$ cat src/rtl/ifu_pkg.sv
// Shared types for the instruction fetch unit: widths, FSM states and FIFO entry.
package ifu_pkg;

    localparam int unsigned INS_LEN = 54;
    localparam int unsigned ADDR_W  = 10;

    typedef enum logic [1:0] {
        IDLE,
        FETCH,
        DRAIN,
        DONE
    } fetch_state_e;

    typedef struct packed {
        logic [INS_LEN-1:0] ins;
        logic [ADDR_W-1:0]  pc;
    } fetch_entry_t;

endpackage

$ cat src/rtl/fetch_fifo.sv
// Synchronous prefetch FIFO of PC-tagged instructions; push and pop may
// coincide at any occupancy, including full. The head reads as zero when empty.
module fetch_fifo
    import ifu_pkg::*;
#(
    parameter int unsigned DEPTH = 2
) (
    input  logic                     clk,
    input  logic                     rst,
    input  logic                     push,
    input  logic                     pop,
    input  logic                     clear,
    input  fetch_entry_t             din,
    output logic                     full,
    output logic                     empty,
    output logic [$clog2(DEPTH):0]   count,
    output fetch_entry_t             head
);

    localparam int unsigned PTR_W = $clog2(DEPTH);
    localparam logic [PTR_W:0] FULL_CNT = (PTR_W+1)'(DEPTH);

    fetch_entry_t     mem [DEPTH];
    logic [PTR_W-1:0] wr_ptr;
    logic [PTR_W-1:0] rd_ptr;
    logic             do_push;
    logic             do_pop;

    always_comb begin
        full    = (count == FULL_CNT);
        empty   = (count == '0);
        do_pop  = pop && !empty;
        do_push = push && (!full || do_pop);
        head    = empty ? '0 : mem[rd_ptr];
    end

    always_ff @(posedge clk) begin
        if (!rst || clear) begin
            wr_ptr <= '0;
            rd_ptr <= '0;
            count  <= '0;
        end else begin
            if (do_push) begin
                mem[wr_ptr] <= din;
                wr_ptr      <= wr_ptr + 1'b1;
            end
            if (do_pop) begin
                rd_ptr <= rd_ptr + 1'b1;
            end
            case ({do_push, do_pop})
                2'b10:   count <= count + 1'b1;
                2'b01:   count <= count - 1'b1;
                default: count <= count;
            endcase
        end
    end

endmodule

$ cat src/rtl/instruction_fetch_unit.sv
// Sequential instruction fetcher: walks the PC through the I-cache read port and
// streams PC-tagged words to the decoder through a small prefetch FIFO.
module instruction_fetch_unit #(
    parameter int unsigned INS_LEN    = ifu_pkg::INS_LEN,
    parameter int unsigned ADDR_W     = ifu_pkg::ADDR_W,
    parameter int unsigned FIFO_DEPTH = 2
) (
    input  logic               clk,
    input  logic               rst,
    input  logic               start,
    input  logic [ADDR_W-1:0]  start_addr,
    input  logic [ADDR_W:0]    ins_count,
    input  logic               flush,
    output logic               icache_rd_ctrl_en,
    output logic [ADDR_W-1:0]  icache_rd_ctrl_addr,
    input  logic [INS_LEN-1:0] icache_rd_ctrl_data,
    output logic               ins_valid,
    input  logic               ins_ready,
    output logic [INS_LEN-1:0] ins_data,
    output logic [ADDR_W-1:0]  ins_pc,
    output logic               busy,
    output logic               done
);

    localparam int unsigned CNT_W = $clog2(FIFO_DEPTH) + 1;

    ifu_pkg::fetch_state_e state, state_nxt;
    ifu_pkg::fetch_entry_t push_entry, head;

    logic [ADDR_W-1:0] pc, pc_nxt;
    logic [ADDR_W:0]   remaining, remaining_nxt;
    logic [CNT_W-1:0]  fifo_count;
    logic              fifo_full;
    logic              fifo_empty;
    logic              pop;
    logic              issue;

    // A read is only issued when its word can land in the FIFO this cycle,
    // either into a free slot or into the slot freed by a concurrent pop.
    always_comb begin
        pop   = ins_valid && ins_ready;
        issue = rst && !flush && (state == ifu_pkg::FETCH) && (!fifo_full || pop);

        icache_rd_ctrl_en   = issue;
        icache_rd_ctrl_addr = issue ? pc : '0;

        push_entry.ins = icache_rd_ctrl_data;
        push_entry.pc  = pc;

        ins_valid = !fifo_empty;
        ins_data  = head.ins;
        ins_pc    = head.pc;
        busy      = (state != ifu_pkg::IDLE);
        done      = (state == ifu_pkg::DONE);
    end

    always_comb begin
        state_nxt     = state;
        pc_nxt        = pc;
        remaining_nxt = remaining;
        case (state)
            ifu_pkg::IDLE: begin
                if (start) begin
                    if (ins_count != '0) begin
                        state_nxt     = ifu_pkg::FETCH;
                        pc_nxt        = start_addr;
                        remaining_nxt = ins_count;
                    end else begin
                        state_nxt = ifu_pkg::DONE;
                    end
                end
            end
            ifu_pkg::FETCH: begin
                if (issue) begin
                    pc_nxt        = pc + 1'b1;
                    remaining_nxt = remaining - 1'b1;
                    if (remaining == (ADDR_W+1)'(1)) begin
                        state_nxt = ifu_pkg::DRAIN;
                    end
                end
            end
            ifu_pkg::DRAIN: begin
                if (pop && fifo_count == CNT_W'(1)) begin
                    state_nxt = ifu_pkg::DONE;
                end
            end
            ifu_pkg::DONE: begin
                state_nxt = ifu_pkg::IDLE;
            end
            default: begin
                state_nxt = ifu_pkg::IDLE;
            end
        endcase
        if (flush) begin
            state_nxt = ifu_pkg::IDLE;
        end
    end

    always_ff @(posedge clk) begin
        if (!rst) begin
            state     <= ifu_pkg::IDLE;
            pc        <= '0;
            remaining <= '0;
        end else begin
            state     <= state_nxt;
            pc        <= pc_nxt;
            remaining <= remaining_nxt;
        end
    end

    fetch_fifo #(
        .DEPTH (FIFO_DEPTH)
    ) u_fetch_fifo (
        .clk   (clk),
        .rst   (rst),
        .push  (issue),
        .pop   (pop),
        .clear (flush),
        .din   (push_entry),
        .full  (fifo_full),
        .empty (fifo_empty),
        .count (fifo_count),
        .head  (head)
    );

endmodule

$ cat config.mk
export PLATFORM = sky130hd
export DESIGN_NAME = instruction_fetch_unit
export DESIGN_NICKNAME = d
export VERILOG_FILES = /design/src/rtl/ifu_pkg.sv /design/src/rtl/fetch_fifo.sv /design/src/rtl/instruction_fetch_unit.sv
export SDC_FILE = /design/constraint.sdc
export NUM_CORES = 1
export LEC_CHECK = 0
export CAP_MARGIN = 0
export CORE_ASPECT_RATIO = 0.5
export CORE_UTILIZATION = 50
export DETAILED_ROUTE_END_ITERATION = 12
export PLACE_DENSITY = 0.89
export SYNTH_ARGS = -nofsm -noshare
export SYNTH_HDL_FRONTEND = slang
export SYNTH_SLANG_ARGS = --single-unit
$ cat constraint.sdc
create_clock -name clk -period 6.65 [get_ports clk]
set_clock_uncertainty 0.2 [all_clocks]
set_input_delay 1.33 -clock clk [delete_from_list [all_inputs] [get_ports clk]]
set_output_delay 1.33 -clock clk [all_outputs]
set_load 0.05 [all_outputs]
==> run summary, run 1 <==
The flow ran to the end, and the final reports show no timing, DRC or antenna violations. For this configuration, the core starts out at a cell density of 53.0%. The transition time at the pin with the least slew margin came out at 1.14 ns. In this run the horizontal extent of the chip is 168 um. The routability-driven placement congestion ratio is 0.822. The top-area cell type share of the netlist area came out at 55.6%.

The path category of the worst min-delay check is flip-flop to flip-flop. The global-route total usage across every layer came out at 22.6%. Post-CTS repair changed the size of 0 cells.

The TritonCTS clock tree is built. The endpoint type of the worst setup path is a primary output. The post-synthesis async set-or-reset flop share is 0%.

The sum of negative setup slack is 0 ns. The hold-fix buffer count after cts is 0. The power density over the cells came out at 251 mW/mm^2. In this run the tightest slew margin relative to its limit is 24.3%.

Clock tree synthesis found a total of 156 sinks. The detailed-routing iteration count for the pre-antenna-repair pass came out at 5. In this run the deepest clock path goes through 2 buffers. The fraction of layout cells with a size suffix above 1 is 9.28%. The clock latency reported for the late side of the worst-skew pair is 0.42 ns. The HPWL reported at the end of detailed placement is 10.1 mm. The number of hold-slack violations in the final timing report came out at 0.

The maximum frequency from static timing analysis is 0.173 GHz. The number of global-route vias before repair came to 4932. The standard cell core area is 0.0131 sq mm. The number of buffers added for setup after CTS came out at 0.

The count of non-filler cells in the finished layout is 860. The area added between synthesis and finish came out at 32.9%. The number of DRC markers after the initial detailed-route iteration is 517. The mapped netlist covers 0.00692 sq mm.

The row count came out at 29. The number of enable-type register cells in the synthesized netlist came out at 128. By count the netlist is led by 128 x sky130_fd_sc_hd__edfxtp_1, 81 x sky130_fd_sc_hd__nor2_1, 67 x sky130_fd_sc_hd__mux2i_1. The data required time at the worst endpoint came out at 5.12 ns. The synthesized netlist net count is 620. The endpoint arrival time on the critical path came out at 4.26 ns. In this run the worst path has a maximum fanout of 30. The most instantiated flip-flop cell in the synthesis netlist is sky130_fd_sc_hd__edfxtp_1.

Setup repair after global routing left no endpoint under its margin. The first global-routing pass estimated 24.6 mm of wire. In this run the static leakage power is 2.98 nW. The clock-pin slew on the worst setup and hold paths is 0.06 ns. The layout net count is 770. The via-per-instance ratio came out at 5.63. The overall die area is 0.0143 sq mm.

The time the final worst path needs with I/O delays and setup came out at 5.79 ns. The number of antenna violations at the first check in global routing came out at 0. The worst IR drop on VDD is 0.000150 V.

The synthesized netlist contains 61 unique library cells. The total overflow reported by the global router came out at 0. The proportion of synthesized chip area in sequential cells is 63.7%.

0 antenna diodes ended up in the layout. The worst setup path is launched from a primary input. 158 I/O pins were placed. The synthesized netlist cell count came out at 528. The post-detailed-routing wire length is 15.8 mm. The number of routed nets with antenna violations came out at 0. The period utilization came out at 87.1%. The detailed-route wire length per cell came out at 18.3 um. The flop and latch count out of synthesis is 156.

After synthesis, the cell types taking the most area are sky130_fd_sc_hd__edfxtp_1 56%, sky130_fd_sc_hd__mux2i_1 9.7%, sky130_fd_sc_hd__dfxtp_1 8.1%, sky130_fd_sc_hd__nor2_1 4.4%, sky130_fd_sc_hd__ha_1 2.2%. Max-cap violations in this run came to 0. The DRC violations left is 0. The post-synthesis cell type with the largest combined area is sky130_fd_sc_hd__edfxtp_1. The start-to-end type of the worst setup path is primary input to primary output.

The warning count from the yosys run is 0. The total number of H-tree levels is 4. The pin count of the biggest net entering global routing is 67. The count of buffers added on input and output ports is 157.

The via total after detailed routing is 4845. The average size of a mapped cell is 13.1 sq um. By instance count, the leading cell after synthesis is sky130_fd_sc_hd__edfxtp_1. Clock tree synthesis inserted a total of 17 buffers. The number of placed instances, taps included is 829. Setup violations remaining at the end of the flow were counted as 0. Measured along the y axis, the die boundary spans 85.2 um.

The final-report max-slew violation count was 0. In this run the clock root is driven by a sky130_fd_sc_hd__clkbuf_16.
[worst paths after layout]
kind	from	endpoint	slack, ns	depth (start not counted)
setup reg to reg	state[1]$_SDFFE_PP0P_	u_fetch_fifo.mem[1][22]$_DFFE_PP_	2.92	7
hold reg to reg	remaining[8]$_SDFFE_PN0P_	remaining[8]$_SDFFE_PN0P_	0.29	2
setup / recovery	rst	icache_rd_ctrl_addr[4]	0.86	7
hold / removal	remaining[8]$_SDFFE_PN0P_	remaining[8]$_SDFFE_PN0P_	0.29	2
[registers in the layout (all words and copies together), names as in the netlist, named ones only]
register	flops
pc	10
remaining	11
state	2
u_fetch_fifo.count	2
u_fetch_fifo.mem	128
u_fetch_fifo.rd_ptr	1
u_fetch_fifo.wr_ptr	1
[kinds of logic after synthesis]
group,share of synthesized area (%)
multiplexers,9.86
buffers and inverters,3.26
AND/OR/NAND/NOR,11.3
AO/OA/AOI/OAI,9.21
adder cells (fa/ha/maj),2.17
XOR/XNOR,0.507
flip-flops,63.7
[per-layer routing]
layer	GRT usage (%)	up-vias	part of all wire, %
li1	-	2287	-
met4	10.0	0	2.0
met1	26.4	2352	40
met3	4.01	26	4.7
met5	0	-	0
met2	41.2	180	54
[layout by cell type (no fill, tap or decap), types with 6 or more instances in the layout]
master	instances
sky130_fd_sc_hd__clkdlybuf4s50_1	157
sky130_fd_sc_hd__edfxtp_1	128
sky130_fd_sc_hd__nor2_1	80
sky130_fd_sc_hd__mux2i_1	67
sky130_fd_sc_hd__dfxtp_1	27
sky130_fd_sc_hd__nand2_1	25
sky130_fd_sc_hd__inv_1	17
sky130_fd_sc_hd__clkbuf_16	17
sky130_fd_sc_hd__and2_1	12
sky130_fd_sc_hd__ha_1	11
sky130_fd_sc_hd__nor4_1	9
sky130_fd_sc_hd__a31oi_1	8
sky130_fd_sc_hd__a31o_2	8
sky130_fd_sc_hd__a41oi_1	8
sky130_fd_sc_hd__o32ai_1	8
sky130_fd_sc_hd__nand4_1	7
sky130_fd_sc_hd__buf_4	6
[metrics by stage]
step                area [sq um]  utilization, %  setup WS [ns]  hold WS (ns)  power (mW)
global placement            8600            65.9          0.977         0.267        1.35
global route                9190            70.3          0.692         0.324        2.38
detailed placement          8600            65.9          0.856         0.281        1.36
CTS                         9190            70.3          0.842         0.290        2.31
floorplan                   6920               -          0.558         0.252        1.26
finish                      9190            70.3          0.860         0.292        2.31
[power by group]
part	total, mW	internal [mW]	switching, mW	leakage [nW]
Combinational	0.238	0.108	0.130	1.31
Clock	0.963	0.559	0.404	0.279
Sequential	1.11	1.08	0.0270	1.39
[layout make-up]
class | instances | area (sq um)
fill | 877 | 3870
sequential | 156 | 4410
tap | 170 | 213
timing repair buffer | 163 | 1620
multi-input combinational | 322 | 2300
clock buffer | 17 | 425
inverter | 18 | 67.6
clock inverter | 14 | 160
[critical path: stages]
cell and delay, ns:
sky130_fd_sc_hd__clkdlybuf4s50_1 0.46, sky130_fd_sc_hd__buf_4 0.31, sky130_fd_sc_hd__nand3b_1 0.19, sky130_fd_sc_hd__a21oi_1 0.69, sky130_fd_sc_hd__inv_1 0.24, sky130_fd_sc_hd__nor2_1 0.20
sky130_fd_sc_hd__clkdlybuf4s50_1 0.83
No activity file was read; power rests on OpenSTA's default activity.
==> run 2: changes to the inputs <==
- CORE_UTILIZATION: 50 -> 30
- MAX_ROUTING_LAYER: default -> met4
- PLACE_DENSITY: 0.89 -> 0.61
==> run summary, run 2 (synthesized netlist as in run 1, its figures left out) <==
The worst slack on hold paths came out at 0.286 ns (-0.00636 ns). The number of cells on the worst reg-to-reg path came to 8 (+1). The area added between synthesis and finish is 34.7%.

The maximum frequency from static timing analysis is 0.175 GHz (+1.6%). The clock-pin slew on the worst setup and hold paths is 0.06 ns (about the same). The pin count of the biggest net entering global routing was 67 (unchanged). The endpoint identified for the worst register-to-register timing path is u_fetch_fifo.mem[0][29]$_DFFE_PP_.

The worst IR drop on VDD came out at 0.000182 V (+22%). The most common cell after layout, fill and taps aside is sky130_fd_sc_hd__clkdlybuf4s50_1. The final-report max-slew violation count came out at 0 (unchanged). The CTS buffer count came to 17 (unchanged). The number of global-route vias before repair came out at 4927 (-0.10%). The post-detailed-routing wire length was 16.9 mm (+7.4%). The starting density of the core came to 31.3% (-22 points). The sequential share of power is 49.1% (+1.2 points). The number of hold-slack violations in the final timing report came to 0 (unchanged). The count of port buffers added during placement was 157 (unchanged). The clock latency reported for the late side of the worst-skew pair is 0.42 ns (about the same).

The HPWL reported at the end of detailed placement is 11.2 mm (+11%). The detailed-routing iteration count for the pre-antenna-repair pass came out at 5 (unchanged). The number of DRC markers after the initial detailed-route iteration came out at 364 (-30%). The via-per-instance ratio is 4.79 (-15%). The period utilization came out at 85.7% (-1.3 points). The number of clock sinks was 156 (unchanged). The number of buffers added for setup after CTS came to 0 (unchanged).

The first-pass GRT wire length came out at 26.0 mm (+5.7%). The DRC violations left came to 0 (unchanged). The time the final worst path needs with I/O delays and setup is 5.70 ns (-0.0892 ns). The overall power of the completed layout came out at 2.25 mW (-2.4%).

The fraction of layout cells with a size suffix above 1 is 9.25% (-0.027 points). The global-route total usage across every layer was 14.9% (-7.6 points). The top register by number of flip-flops is u_fetch_fifo.mem.

The placed cell area came out at 0.00877 sq mm (+2.0%). The path category of the worst min-delay check is flip-flop to flip-flop. The total internal power came out at 1.67 mW (-4.2%). The number of top-level pins is 158 (unchanged). The overall die height came to 109 um (+28%).

The total overflow reported by the global router is 0 (unchanged). The number of inserted filler cells in the final layout was 2070 (+140%). The final design area excluding fillers is 0.00931 sq mm (+1.4%). The start-to-end type of the worst setup path is primary input to primary output.

The largest registers in the layout are u_fetch_fifo.mem: 128 flops, remaining: 11 flops, pc: 10 flops. The hold-fix buffer count after cts came out at 0 (unchanged). The final standard cell utilization of the core came out at 42.1% (-28 points). The relative slew slack came out at 22.8% (-1.5 points). Setup repair after global routing left no endpoint under its margin. The switching power total is 579 uW (+3.2%).

The max-cap violation count came to 0 (unchanged). The overall die area is 0.0237 sq mm (+65%). The launch instance of the worst min-delay path is remaining[8]$_SDFFE_PN0P_. The fraction of power spent switching nets is 25.7% (+1.4 points). In this run the critical register-to-register path is launched from state[1]$_SDFFE_PP0P_. The TritonCTS clock tree is built.

The data required time at the worst endpoint came out at 5.12 ns (about the same). STA classifies the critical path startpoint as a primary input. The via total after detailed routing came to 4749 (-2.0%).

The cell sitting at the root of the clock tree is a sky130_fd_sc_hd__clkbuf_16. The number of endpoints failing setup at the final stage was 0 (unchanged). The flow ran to the end, and the final reports show no timing, DRC or antenna violations.

The layout net count came out at 771 (+0.13%). The peak fanout along the critical path came out at 30 (unchanged). The detailed-route wire length per cell came out at 17.1 um (-6.9%).

The sum of negative setup slack was 0 ns (unchanged). The number of flip-flops in the largest register came to 128 (unchanged). The routability-driven placement congestion ratio came out at 0.784 (-4.6%). The number of antenna violations at the first check in global routing is 0 (unchanged). The clock tree buffer depth is 2 (unchanged). The standard cell core area was 0.0221 sq mm (+69%). The internal reg-to-reg setup slack was 2.87 ns (-0.05 ns). The critical path starts at rst.

The transition time at the pin with the least slew margin is 1.16 ns (+0.0229 ns). The quantity of gates resized following cts is 0 (unchanged). In this run the worst setup path terminates at icache_rd_ctrl_addr[4]. The row count came to 38 (+31%).

The total number of H-tree levels is 4 (unchanged). The endpoint arrival time on the critical path was 4.17 ns (-0.09 ns). The clock power share came out at 40.3% (-1.4 points).

The leakage power of the design came to 2.96 nW (-0.65%). The power density over the cells is 242 mW/mm^2 (-3.7%). The count of inserted antenna diode cells is 0 (unchanged). The number of routed nets with antenna violations came out at 0 (unchanged). The endpoint type of the worst setup path is a primary output.

In the layout the commonest cells are 157 x sky130_fd_sc_hd__clkdlybuf4s50_1, 128 x sky130_fd_sc_hd__edfxtp_1, 80 x sky130_fd_sc_hd__nor2_1, 67 x sky130_fd_sc_hd__mux2i_1, 27 x sky130_fd_sc_hd__dfxtp_1. The horizontal die dimension came out at 217 um (+29%). The part of the power in combinational logic is 10.6% (+0.3 points).
==> run 2: worst max-delay path, stage by stage <==
cell                              delay [ns]
sky130_fd_sc_hd__clkdlybuf4s50_1        0.47
sky130_fd_sc_hd__buf_4                  0.30
sky130_fd_sc_hd__nand3b_1               0.19
sky130_fd_sc_hd__a21oi_1                0.69
sky130_fd_sc_hd__inv_1                  0.23
sky130_fd_sc_hd__nor2_1                 0.13
sky130_fd_sc_hd__clkdlybuf4s50_1        0.82
==> run 2: worst min path at each step <==
stage / cells after the start / end
after detailed placement: 2 / remaining[8]$_SDFFE_PN0P_
final: 2 / remaining[8]$_SDFFE_PN0P_
after floorplan: 2 / remaining[8]$_SDFFE_PN0P_
after global routing: 2 / remaining[8]$_SDFFE_PN0P_
after CTS: 2 / remaining[8]$_SDFFE_PN0P_
after global placement: 2 / remaining[8]$_SDFFE_PN0P_
==> run 2: per-stage QoR <==
step                      std cells  setup slack [ns]
final                           992             0.949
after CTS                       992             0.915
after detailed placement        960             0.920
after global routing            992             0.718
after global placement          960             0.939
after floorplan                 528             0.558
==> run 2: area by class of cell <==
type	count	area (sq um)	share of cell area (%)
clock buffer	18	429	4.61
inverter	18	67.6	0.725
multi-input combinational	322	2300	24.7
timing repair buffer	164	1620	17.4
sequential	156	4410	47.3
clock inverter	14	111	1.20
tap	300	375	4.03
==> run 2: metal layers <==
layer	routed length [um]	up-vias	track usage [%]
li1	-	2291	-
met1	7110	2356	16.8
met2	9180	89	26.3
met3	464	13	2.99
met4	186	0	6.29
met5	0	-	-
==> run 2: power groups by stage <==
stage               combinational [mW]  clock (mW)  sequential (mW)
floorplan                        0.144           0             1.12
global placement                 0.235           0             1.12
detailed placement               0.238           0             1.13
CTS                              0.239       0.930             1.10
global route                     0.257       0.971             1.11
finish                           0.239       0.907             1.11
==> run 3: changes to the inputs <==
- SYNTH_HIERARCHICAL: default -> 1
==> run summary, run 3 <==
The flow ran to the end, and the final reports show no timing, DRC or antenna violations. sky130_fd_sc_hd__edfxtp_1 is the most common cell in the netlist. The number of DRC markers after the initial detailed-route iteration is 276 (-24%). The average size of a mapped cell came out at 13.4 sq um (+2.5%). The synthesized netlist cell count is 514 (-2.7%).

The largest delay contributor family on the critical path is buffers and inverters. The origin of the critical flop-to-flop path is state[1]$_SDFFE_PP0P_. The most common cell after layout, fill and taps aside is sky130_fd_sc_hd__clkdlybuf4s50_1.

The via total after detailed routing came out at 4525 (-4.7%). The clock tree buffer depth is 2 (unchanged). The internal reg-to-reg setup slack came out at 3.45 ns (+0.58 ns). The met1 usage is 16.1% (-0.76 points). The most critical setup path has its startpoint at rst.

The period utilization is 82.1% (-3.7 points). Traced cell by cell, the critical path runs through clkdlybuf4s50_1, buf_4, and3b_1, a21boi_2, and2_1, clkdlybuf4s50_1. The leakage power of the design came out at 3.01 nW (+1.6%). met2 is the most crowded layer. The proportion of synthesized chip area in sequential cells is 63.8% (+0.14 points). The routability-driven placement congestion ratio was 0.760 (-3.0%).

The peak fanout along the critical path came out at 20 (-33%). For this run, the leading register cell type out of synthesis is sky130_fd_sc_hd__edfxtp_1. The data required time at the worst endpoint is 5.12 ns (about the same). The post-detailed-routing wire length came to 15.7 mm (-7.3%).

The maximum frequency from static timing analysis is 0.183 GHz (+4.5%). The area added between synthesis and finish is 34.5%. The largest registers in the layout are u_fetch_fifo/mem: 128 flops, remaining: 11 flops, pc: 10 flops. The launch instance of the worst min-delay path is remaining[5]$_SDFFE_PN0P_. The max-cap violation count is 0 (unchanged). The largest stage delay on the critical path came out at 0.81 ns (about the same). The row count is 38 (unchanged). The CTS buffer count came out at 17 (unchanged).

The most frequent cell on the critical path is sky130_fd_sc_hd__clkdlybuf4s50_1. TritonCTS built the clock tree. The startpoint kind of the worst setup timing path is a primary input.

The number of global-route vias before repair came out at 4385 (-11%). The worst setup path is captured at a primary output. The top-area cell type share of the netlist area came out at 55.7% (+0.12 points).

The number of buffers added for setup after CTS is 0 (unchanged). The pin count of the biggest net entering global routing is 66 (-1.5%). The hold-fix buffer count after cts is 0 (unchanged). The post-synthesis cell area is 0.00690 sq mm (-0.22%).

The number of flip-flops in the largest register came out at 128 (unchanged). The sum of negative setup slack came out at 0 ns (unchanged). The fraction of layout cells with a size suffix above 1 is 10.7% (+1.5 points). The number of hold-slack violations in the final timing report came out at 0 (unchanged).

By startpoint and endpoint, the worst setup path is classified as primary input to primary output. The overall die area came out at 0.0237 sq mm (-0.21%). In this run the critical register-to-register path is captured at u_fetch_fifo/mem[1][26]$_DFFE_PP_. The final-report max-slew violation count came out at 0 (unchanged). The standard cell core area came out at 0.0221 sq mm (unchanged).

For this design, the slowest cell found on the critical path is sky130_fd_sc_hd__clkdlybuf4s50_1. The top register by number of flip-flops is u_fetch_fifo/mem. The total overflow reported by the global router came out at 0 (unchanged). The via-per-instance ratio came out at 4.61 (-3.6%). By count the netlist is led by 128 x sky130_fd_sc_hd__edfxtp_1, 71 x sky130_fd_sc_hd__mux2i_1, 59 x sky130_fd_sc_hd__nor2_1. The number of inserted filler cells in the final layout is 2078 (+0.39%). The number of cells on the worst reg-to-reg path was 7 (-1). The transition time at the pin with the least slew margin is 0.974 ns (-0.184 ns). The count of port buffers added during placement came to 157 (unchanged). The number of clock sinks came out at 156 (unchanged). Leaving out fill and tap cells, the most frequent cells in the layout are 157 x sky130_fd_sc_hd__clkdlybuf4s50_1, 128 x sky130_fd_sc_hd__edfxtp_1, 71 x sky130_fd_sc_hd__mux2i_1, 57 x sky130_fd_sc_hd__nor2_1, 28 x sky130_fd_sc_hd__a21oi_1. The total number of H-tree levels came to 4 (unchanged).

The detailed-route wire length per cell was 16.0 um (-6.3%). The post-synthesis async set-or-reset flop share was 0% (unchanged). The count of inserted antenna diode cells came to 0 (unchanged). The synthesized design spends more area on one cell type than any other, namely sky130_fd_sc_hd__edfxtp_1. Setup repair after global routing left no endpoint under its margin. The worst hold path belongs to the class flip-flop to flip-flop. The number of routed nets with antenna violations is 0 (unchanged). The hold-critical path depth came to 2 (unchanged).

The global-route total usage across every layer is 13.7% (-1.2 points). The clock-pin slew on the worst setup and hold paths is 0.06 ns (about the same). The number of enable-type register cells in the synthesized netlist is 128 (unchanged).

The relative slew slack is 35.1% (+12 points). The layout net count came out at 756 (-1.9%). The time the final worst path needs with I/O delays and setup was 5.46 ns (-0.244 ns). The count of different cell masters after synthesis came out at 63 (+3.3%). The warning count from the yosys run came to 6 (+6). The HPWL reported at the end of detailed placement is 10.4 mm (-7.1%).

The number of antenna violations at the first check in global routing came out at 0 (unchanged). The endpoint arrival time on the critical path came out at 3.93 ns (-0.24 ns). The flop and latch count out of synthesis came out at 156 (unchanged). The horizontal die dimension is 217 um (-0.11%). The tree is rooted in a sky130_fd_sc_hd__clkbuf_16. The overall power of the completed layout came out at 2.19 mW (-2.8%). The synthesized netlist net count came out at 602 (-2.9%). The overall die height came to 109 um (-0.11%). The global routing met2 resource utilization came out at 24.2% (-2.1 points). The first-pass GRT wire length is 23.9 mm (-7.9%). The number of top-level pins came out at 158 (unchanged). The detailed-routing iteration count for the pre-antenna-repair pass came out at 4 (-1). The starting density of the core is 31.2% (-0.068 points). The number of endpoints failing setup at the final stage is 0 (unchanged).

The met3 demand-to-capacity share in global routing is 2.68% (-0.31 points). The power density over the cells is 236 mW/mm^2 (-2.5%). The quantity of gates resized following cts is 0 (unchanged). Yosys attributes the largest share of cell area to sky130_fd_sc_hd__edfxtp_1 56%, sky130_fd_sc_hd__mux2i_1 10%, sky130_fd_sc_hd__dfxtp_1 8.1%, sky130_fd_sc_hd__nor2_1 3.2%, sky130_fd_sc_hd__a21oi_1 2.0%.

The count of buffering cells on the critical path with inverters included came to 3 (-1). The DRC violations left came out at 0 (unchanged). The worst IR drop on VDD is 0.000131 V (-28%). For hold timing, the worst endpoint is remaining[5]$_SDFFE_PN0P_.

The clock latency reported for the late side of the worst-skew pair came to 0.41 ns (about the same).
## run 3: routing by layer
metal	vias up	share of wire, %
met5	-	0
met4	0	0.75
met3	8	2.2
met2	75	54
met1	2251	43
li1	2191	-
## run 3: worst max path at each step
| stage | to | slack [ns] | cells past startpoint |
|---|---|---|---|
| global route | icache_rd_ctrl_addr[9] | 1.0 | 6 |
| CTS | icache_rd_ctrl_addr[9] | 1.14 | 6 |
| floorplan | u_fetch_fifo/mem[0][0]$_DFFE_PP_ | 0.56 | 6 |
| finish | icache_rd_ctrl_addr[9] | 1.19 | 6 |
| global placement | icache_rd_ctrl_addr[9] | 1.18 | 6 |
| detailed placement | icache_rd_ctrl_addr[9] | 1.15 | 6 |
## run 3: tightest hold or removal path: stages, from the launching register on
cell and delay, ns:
sky130_fd_sc_hd__dfxtp_1 0.32, sky130_fd_sc_hd__nand2_1 0.06, sky130_fd_sc_hd__o32ai_1 0.05
## run 3: layout make-up
| class | count | area (sq um) | share of cell area (%) |
|---|---|---|---|
| Inverter | 15 | 56.3 | 0.606 |
| Clock buffer | 17 | 425 | 4.58 |
| Timing Repair Buffer | 165 | 1630 | 17.6 |
| Tap cell | 300 | 375 | 4.04 |
| Sequential cell | 156 | 4410 | 47.5 |
| Clock inverter | 15 | 136 | 1.47 |
| Multi-Input combinational cell | 313 | 2250 | 24.2 |
## run 3: power breakdown
group          leakage [nW]  switching, mW  internal, mW
combinational          1.35         0.0843        0.0847
clock                 0.266          0.406         0.522
sequential             1.39         0.0202          1.07
## run 3: cells by family after synthesis
group | synth area share, %
buffers and inverters | 3.95
flip-flops | 63.8
adder cells (fa/ha/maj) | 1.45
XOR/XNOR | 0.381
AND/OR/NAND/NOR | 12.8
AO/OA/AOI/OAI | 7.13
multiplexers | 10.5
## run 3: through the flow
step / hold slack [ns] / instances / setup WS [ns] / utilization, % / instance area (sq um)
floorplan: 0.250 / 514 / 0.556 / - / 6910
global placement: 0.261 / 949 / 1.18 / 39.5 / 8720
detailed placement: 0.273 / 949 / 1.15 / 39.5 / 8720
CTS: 0.282 / 981 / 1.14 / 42.0 / 9280
global route: 0.311 / 981 / 0.998 / 42.0 / 9280
finish: 0.282 / 981 / 1.19 / 42.0 / 9280
